**src/rtl/bsg_mem_1r1w_sync_mask_write_byte_coalescer.sv**
```systemverilog
// bsg_mem_1r1w_sync_mask_write_byte_coalescer: single-entry write-combining buffer in front of a byte-masked 1r1w sync RAM
module bsg_mem_1r1w_sync_mask_write_byte_coalescer #(
  parameter int width_p       = 32,
  parameter int els_p         = 16,
  parameter int timeout_p     = 16,
  parameter int addr_width_lp = (els_p > 1) ? $clog2(els_p) : 1,
  parameter int mask_width_lp = width_p >> 3
) (
  input  logic                     clk_i,
  input  logic                     reset_n_i,
  input  logic                     v_i,
  output logic                     ready_and_o,
  input  logic [addr_width_lp-1:0] addr_i,
  input  logic [width_p-1:0]       data_i,
  input  logic [mask_width_lp-1:0] mask_i,
  input  logic                     flush_i,
  input  logic                     r_v_i,
  input  logic [addr_width_lp-1:0] r_addr_i,
  output logic                     r_v_o,
  output logic [width_p-1:0]       r_data_o,
  output logic                     empty_o,
  output logic                     mem_w_v_o,
  output logic [mask_width_lp-1:0] mem_w_mask_o,
  output logic [addr_width_lp-1:0] mem_w_addr_o,
  output logic [width_p-1:0]       mem_w_data_o,
  output logic                     mem_r_v_o,
  output logic [addr_width_lp-1:0] mem_r_addr_o,
  input  logic [width_p-1:0]       mem_r_data_i
);
  localparam int tw_lp = (timeout_p > 1) ? $clog2(timeout_p) : 1;
  localparam logic [tw_lp-1:0] timer_max_lp = tw_lp'(timeout_p - 1);
  typedef enum logic {EMPTY, HOLD} state_e;
  state_e state_r, state_n;
  logic [addr_width_lp-1:0] buf_addr, addr_n;
  logic [width_p-1:0] buf_data, data_n, m_data, fwd_data, r_data_q, rd_merge;
  logic [mask_width_lp-1:0] buf_mask, mask_n, m_mask, fwd_mask;
  logic [tw_lp-1:0] timer_r, timer_n;
  logic hold, same, collide, wr, merge, flush_want, do_flush;
  assign hold = state_r == HOLD;
  assign same = hold && addr_i == buf_addr;
  assign collide = hold && r_v_i && r_addr_i == buf_addr;
  // a deferred flush can only block a write that would need to evict the entry
  assign ready_and_o = !(collide && addr_i != buf_addr);
  assign wr = v_i && ready_and_o && |mask_i;
  assign merge = wr && same;
  assign flush_want = hold && ((wr && !same) || flush_i || timer_r == timer_max_lp || (&buf_mask && !merge));
  assign do_flush = flush_want && !collide;
  assign m_mask = buf_mask | (merge ? mask_i : '0);
  always_comb begin
    m_data = buf_data;
    rd_merge = mem_r_data_i;
    for (int i = 0; i < mask_width_lp; i++) begin
      if (merge && mask_i[i]) m_data[8*i+:8] = data_i[8*i+:8];
      if (fwd_mask[i]) rd_merge[8*i+:8] = fwd_data[8*i+:8];
    end
  end
  always_comb begin
    state_n = state_r;
    addr_n = buf_addr;
    data_n = m_data;
    mask_n = m_mask;
    timer_n = (hold && timer_r != timer_max_lp) ? timer_r + tw_lp'(1) : timer_r;
    if (wr && !same) begin
      state_n = HOLD;
      addr_n = addr_i;
      data_n = data_i;
      mask_n = mask_i;
      timer_n = '0;
    end else if (do_flush) begin
      state_n = EMPTY;
      timer_n = '0;
    end else if (merge) timer_n = '0;
  end
  always_ff @(posedge clk_i or negedge reset_n_i)
    if (!reset_n_i) begin
      state_r <= EMPTY;
      buf_addr <= '0;
      buf_data <= '0;
      buf_mask <= '0;
      timer_r <= '0;
      r_v_o <= 1'b0;
      fwd_mask <= '0;
      fwd_data <= '0;
      r_data_q <= '0;
    end else begin
      state_r <= state_n;
      buf_addr <= addr_n;
      buf_data <= data_n;
      buf_mask <= mask_n;
      timer_r <= timer_n;
      r_v_o <= r_v_i;
      if (r_v_i) begin
        fwd_mask <= (hold && buf_addr == r_addr_i) ? buf_mask : '0;
        fwd_data <= buf_data;
      end
      if (r_v_o) r_data_q <= rd_merge;
    end
  assign r_data_o = r_v_o ? rd_merge : r_data_q;
  assign empty_o = !hold;
  assign mem_w_v_o = do_flush;
  assign mem_w_addr_o = buf_addr;
  assign mem_w_mask_o = m_mask;
  assign mem_w_data_o = m_data;
  assign mem_r_v_o = r_v_i;
  assign mem_r_addr_o = r_addr_i;
endmodule

```
**config.mk**
```make
export PLATFORM = sky130hd
export DESIGN_NAME = bsg_mem_1r1w_sync_mask_write_byte_coalescer
export DESIGN_NICKNAME = d
export VERILOG_FILES = /design/src/rtl/bsg_mem_1r1w_sync_mask_write_byte_coalescer.sv
export SDC_FILE = /design/constraint.sdc
export NUM_CORES = 1
export LEC_CHECK = 0
export BUFFER_PORTS_ARGS = -buffer_cell sky130_fd_sc_hd__buf_2
export CAP_MARGIN = 20
export CORE_UTILIZATION = 49
export DETAILED_ROUTE_END_ITERATION = 6
export PLACE_DENSITY = 0.76
export SETUP_SLACK_MARGIN = 0.02
export SYNTH_ARGS = -nofsm -noshare
export SYNTH_HDL_FRONTEND = slang
export SYNTH_SLANG_ARGS = --single-unit
```
**constraint.sdc**
```tcl
create_clock -name clk_i -period 2.41 [get_ports clk_i]
set_input_delay 0.482 -clock clk_i [delete_from_list [all_inputs] [get_ports clk_i]]
set_output_delay 0.482 -clock clk_i [all_outputs]
set_load 0.03 [all_outputs]
```
==> results of run 1 <==
## final cells by class
type                            count  area, um^2  share of cell area [%]
Timing Repair Buffer              198        1358                   17.87
Clock inverter                     14       202.7                   2.669
Sequential cell                   114        2858                   37.63
Inverter                            4       15.01                  0.1977
Multi-Input combinational cell    262        2564                   33.76
Clock buffer                       18       427.9                   5.634
Tap cell                          136       170.2                   2.241
## Yosys cell counts, types with 4 or more instances
library cell  count  area share [%]
dfrtp_1         114              53
mux2_2           69              14
a21oi_1          35             3.2
nor2_1           33             2.3
mux2_4           32             8.9
mux2i_1          32             5.9
clkbuf_1         13            0.90
a22o_1            8             1.3
buf_4             6            0.83
nand2_2           5            0.58
a211oi_1          4            0.56
a22oi_4           4             1.6
nand2b_1          4            0.46
xor2_1            4            0.65
## worst max-delay path, stage by stage (launching register included)
cell and delay, ps:
dfrtp_2 430, xnor2_2 200, nand4_4 150, nor2_8 160
buf_6 140, nand2_8 80, mux2_4 330, buf_6 140
## timing repair
item / in CTS / in global routing
hold buffers: 1 / 0
pin swaps: 8 / 5
endpoints found under the setup margin: 38 / 40
endpoints found under the hold margin: 19 / 0
gates resized for setup: 74 / 8
buffers inserted: 10 / 6
## metal layers
layer,wire length [um],up-vias,global-route usage (%)
met5,0,-,0
met4,165,0,8.904
met3,643,14,6.201
met2,6944,130,41.66
met1,5476,2001,29.65
li1,-,1849,-
## cells by family (layout without fill, tap and decap cells)
kind of cell               count (synthesis)  count (layout)  share of synthesized area, %
DFF                                      114             114                         52.74
xor gates and xnor gates                   8               8                         1.434
muxes                                    133             133                         29.17
AOI/OAI and AO/OA                         59              59                         7.911
adders and majority gates                  1               1                        0.2313
and+or+nand+nor                           61              61                         6.061
buffers and inverters                     27             234                         2.452
## registers in the layout, indices dropped and copies added (netlist names)
register,flops
r_v_o,1
buf_mask,4
hold,1
fwd_mask,4
timer_r,4
buf_data,32
fwd_data,32
r_data_q,32
mem_w_addr_o,4
## path summary, 6_finish.rpt
kind / start / endpoint
max in group asynchronous: reset_n_i / fwd_mask[0]
worst min-delay path: data_i[24] / buf_data[24]
worst max register to register: mem_w_addr_o[0] / buf_data[15]
worst min register to register: fwd_data[8] / fwd_data[8]
worst max-delay path: mem_w_addr_o[0] / mem_w_data_o[31]
min in group asynchronous: reset_n_i / r_data_q[30]
## power groups by stage
| stage | Clock (W) | Combinational (W) | Sequential [W] |
|---|---|---|---|
| after global placement | 0 | 0.00138 | 0.00241 |
| after detailed placement | 0 | 0.00141 | 0.00243 |
| after floorplan | 0 | 0.000995 | 0.00237 |
| final | 0.00265 | 0.00161 | 0.00241 |
| after global routing | 0.00278 | 0.00171 | 0.00244 |
| after CTS | 0.00269 | 0.00158 | 0.00240 |
## metrics by stage
stage | total power [W] | util, % | setup TNS, ps
2_1_floorplan | 0.003362 | - | 0
3_3_place_gp | 0.003792 | 61.86 | -2225
3_5_place_dp | 0.003838 | 61.86 | -3264
4_1_cts | 0.006671 | 71.45 | -8527
5_1_grt | 0.006928 | 72.27 | -9475
6_report | 0.006662 | 72.27 | -5995
==> reports/qor.yml, run 1 <==
via_per_inst: 5.354
drc: 0
io_buffers: 161
min_path_cells: 2
cap_viol_max_count: 0
dr.pass1.iters: 4
cts_num_sinks: 114
start_kind: "flip-flop"
area_delta_synth_final_pct: 40.41
dr_total_vias: 3994
die_area_um2: 11460
postRouteAntennaNets: 0
worst_ep_arrival_time_ps: 2140
cts_tree: "yes"
drt_iter0_drc: 173
yosys_warnings: 0
cts_buffers: 17
cp_max_fo: 9
worst_pin_slew_ps: 556.0
violations: "setup timing"
postSynthNetCount: 485
fin_area_um2: 7595
fin_crit_sh_pct: 108.7
mostFrequentLayoutCells: "buf_2, dfrtp_1, mux2_2"
drv_slew: 0
die_w_um: 107.1
r2r_slack_ps: 210
p_leak_nw: 3.506
clock_latency_ps: 500
hold_class: "in2reg"
finalWorstSetupSlack_ps: -208.8
p_clk_share_pct: 39.7
rr_worst_depth: 7
syn_area_um2: 5409
rows: 37
report.final.setup_viol: 35
finalHoldViolCount: 0
htreeDepth: 4
ys_seq_elements: 114
core_um2: 10510
p_switching_w: 0.001964
relSlewSlack_pct: 62.94
drive_gt1_share_pct: 59.34
fmax_mhz: 381.9
grt_overflow: 0
pin_count: 162
synthArstFlopShare_pct: 100.0
switching_share_pct: 29.48
synthCells: 403
cts_root_buffer: "clkbuf_8"
grt_usage_pct: 24.35
antenna_found_initial: 0
cp-end-kind: "output port"
worstPathRequired_ps: 1930
grt_pass1_vias: 4267
die_h_um: 107.1
synth_edf_count: 0
fillers: 733
layout.nets: 679
grt_pass1_wl_mm: 21.31
pre_cts_slack_ps: -113.4
hpwlAfterDp_mm: 8.708
p_int_w: 0.004698
routed_wl_mm: 13.23
yosys.cell_types.count: 41
comb_power_share_pct: 24.1
rsz0062_at_grt: "yes"
place_area_um2: 6501
place_inst: 697
stdcell_count: 746
whs_ps: 224.8
antenna_cells: 0
fin_worst_skew_ps: 8.097
powerDensity_nw_per_um2: 877.2
status: "finished with violations"
clockBufferDepth: 2
place_congestion: 0.8072
ys_seq_area_share_pct: 52.74
min_period_ps: 2619
wl_per_cell_um: 17.73
critPathKind: "reg2out"
pwr-share-seq_pct: 36.1
synth_ff_type: "dfrtp_1"
peakVddDrop_v: 0.0005235
syn_area_per_cell_um2: 13.42
clk_pin_slew_ps: 60
final_common_cell: "buf_2"
start_util_pct: 51.47
grt_max_degree: 55
No activity file was read; power rests on OpenSTA's default activity.
==> run 2: changes to the inputs <==
- CORE_MARGIN: not set -> 4
==> run 2 against run 1 <==
- the flow still finishes with violations (setup timing)
- global-route usage down 3.0 points
- non-clock buffer count down 2
- flip-flop and latch count unchanged
- critical path type unchanged
==> reports/qor.yml, run 2 (synthesis gave the netlist of run 1 again) <==
cp.depth: 7  # unchanged
crit_slowest_cell: "dfrtp_1"
drv_slew: 0  # unchanged
drc: 0  # unchanged
grt_pass1_wl_mm: 21.56  # +1.2%
powerDensity_nw_per_um2: 833.9  # -4.9%
critPathKind: "reg2out"
worstReg2RegEnd: "buf_data[27]"
cap_viol_max_count: 0  # unchanged
final_common_cell: "buf_2"
antenna_found_initial: 0  # unchanged
cp-end-kind: "output port"
pin_count: 162  # unchanged
violations: "setup timing"
grt_usage_pct: 21.34  # -3.0 points
place_congestion: 0.8110  # +0.47%
use_met1_pct: 26.79  # -2.9 points
regToRegStartpoint: "mem_w_addr_o[3]"
cp_max_fo: 9  # unchanged
stdcell_count: 746  # unchanged
cts_tree: "yes"
status: "finished with violations"
die_area_um2: 12780  # +12%
core_um2: 10840  # +3.2%
relSlewSlack_pct: 56.39  # -6.5 points
wl_per_cell_um: 18.21  # +2.7%
crit_buf_inv: 2  # unchanged
dr_total_vias: 3954  # -1.0%
mostFrequentLayoutCells: "buf_2, dfrtp_1, mux2_2"
worstPathRequired_ps: 1930  # about the same
postRouteAntennaNets: 0  # unchanged
grt_overflow: 0  # unchanged
fmax_mhz: 377.6  # -1.1%
fin_area_um2: 7590  # about the same
rr_worst_depth: 7  # unchanged
drt_iter0_drc: 242  # +40%
met2_usage_pct: 36.41  # -5.2 points
grt_max_degree: 115  # +110%
fillers: 782  # +6.7%
grt_pass1_vias: 4276  # +0.21%
busiest_layer: "met2"
critPathCapture: "mem_w_data_o[19]"
report.final.setup_viol: 35  # unchanged
worst_ep_arrival_time_ps: 2170  # +30 ps
fin_crit_sh_pct: 109.9  # +1.2 points
peakVddDrop_v: 0.0004606  # -12%
clock_latency_ps: 510  # about the same
die_h_um: 113.1  # +5.6%
min_period_ps: 2648  # +29.46 ps
antenna_cells: 0  # unchanged
dr.pass1.iters: 4  # unchanged
clk_pin_slew_ps: 50  # about the same
place_inst: 700  # +0.43%
area_delta_synth_final_pct: 40.32  # about the same
via_per_inst: 5.300  # -1.0%
largestRegisters: "buf_data: 32 flops, fwd_data: 32 flops, r_data_q: 32 flops"
cts_num_sinks: 114  # unchanged
clockBufferDepth: 2  # unchanged
io_buffers: 161  # unchanged
crit_start: "mem_w_addr_o[3]"
pre_cts_slack_ps: -153.5  # -40.13 ps
finalWorstSetupSlack_ps: -238.2  # -29.46 ps
htreeDepth: 4  # unchanged
p_leak_nw: 3.484  # -0.63%
hpwlAfterDp_mm: 8.986  # +3.2%
place_area_um2: 6486  # -0.23%
crit_path_max_incr_delay_ps: 430  # about the same
drive_gt1_share_pct: 58.75  # -0.60 points
hold_class: "in2async"
start_kind: "flip-flop"
layout.nets: 678  # -0.15%
r2r_slack_ps: 240  # +30 ps
met3_usage_pct: 5.080  # -1.1 points
whs_ps: 19.23  # -205.6 ps
rsz0062_at_grt: "yes"
cts_root_buffer: "clkbuf_8"
die_w_um: 113.1  # +5.6%
finalHoldViolCount: 0  # unchanged
path_cells: "xnor2_2, nand4_4, nor2_8, buf_12, nand2_8, mux2_2, buf_6"
worst_pin_slew_ps: 654.1  # +98.16 ps
path_delay_family: "flip-flops"
routed_wl_mm: 13.59  # +2.7%
fin_worst_skew_ps: 13.86  # +5.759 ps
start_util_pct: 49.90  # -1.6 points
rows: 38  # +2.7%
cts_buffers: 17  # unchanged
## run 2: worst min path at each step
| stage | from | end | slack [ps] | cells after the start |
|---|---|---|---|---|
| finish | reset_n_i | buf_data[2] | 20 | 2 |
| global route | reset_n_i | buf_data[2] | 80 | 2 |
| CTS | reset_n_i | mem_w_addr_o[1] | 80 | 2 |
| detailed placement | fwd_data[9] | fwd_data[9] | 500 | 1 |
| global placement | fwd_data[20] | fwd_data[20] | 490 | 1 |
| floorplan | reset_n_i | buf_data[0] | 190 | 0 |
## run 2: final cells by class
type                    instances  area [um^2]  share of cell area [%]
clock buffers                  24        490.5                   6.462
clock inverters                 5        52.55                  0.6924
inverters                       4        15.01                  0.1978
multi-input cells             263         2597                   34.22
flip-flops and latches        114         2859                   37.67
well taps                     140        175.2                   2.308
repair buffers                196         1400                   18.45
## run 2: repair_timing
item,in CTS,in global routing
buffers inserted,10,6
endpoints found under the setup margin,55,54
resized for setup,88,16
gates cloned,1,0
pin swaps,10,7
hold buffers,0,0
## run 2: metrics by stage
stage | utilization, % | total power [W] | setup TNS, ps
floorplan | - | 0.003362 | 0
global placement | 59.83 | 0.003792 | -2814
detailed placement | 59.83 | 0.003845 | -3817
CTS | 69.02 | 0.006324 | -8064
global route | 70.01 | 0.006604 | -9221
finish | 70.01 | 0.006329 | -6831
## run 2: metal layers
metal / up-vias / wire length [um]
met5: - / 0
met4: 0 / 203
met3: 21 / 720
met2: 134 / 7058
met1: 1962 / 5603
li1: 1837 / -
## run 2: worst register-to-register path, cell delays in order, from the launching register on
cell and delay (ps):
dfrtp_1 430, xnor2_2 220, nand4_4 150, buf_4 210, o21a_1 330, a22oi_4 250
buf_12 170, mux2_4 310
## run 2: where the power goes
group	switching [W]	total (W)	leakage (nW)	internal [W]
Sequential	0.000204	0.00241	1.33	0.00220
Clock	0.000796	0.00227	0.269	0.00148
Combinational	0.000848	0.00165	1.89	0.000800
Total	0.00185	0.00633	3.48	0.00448
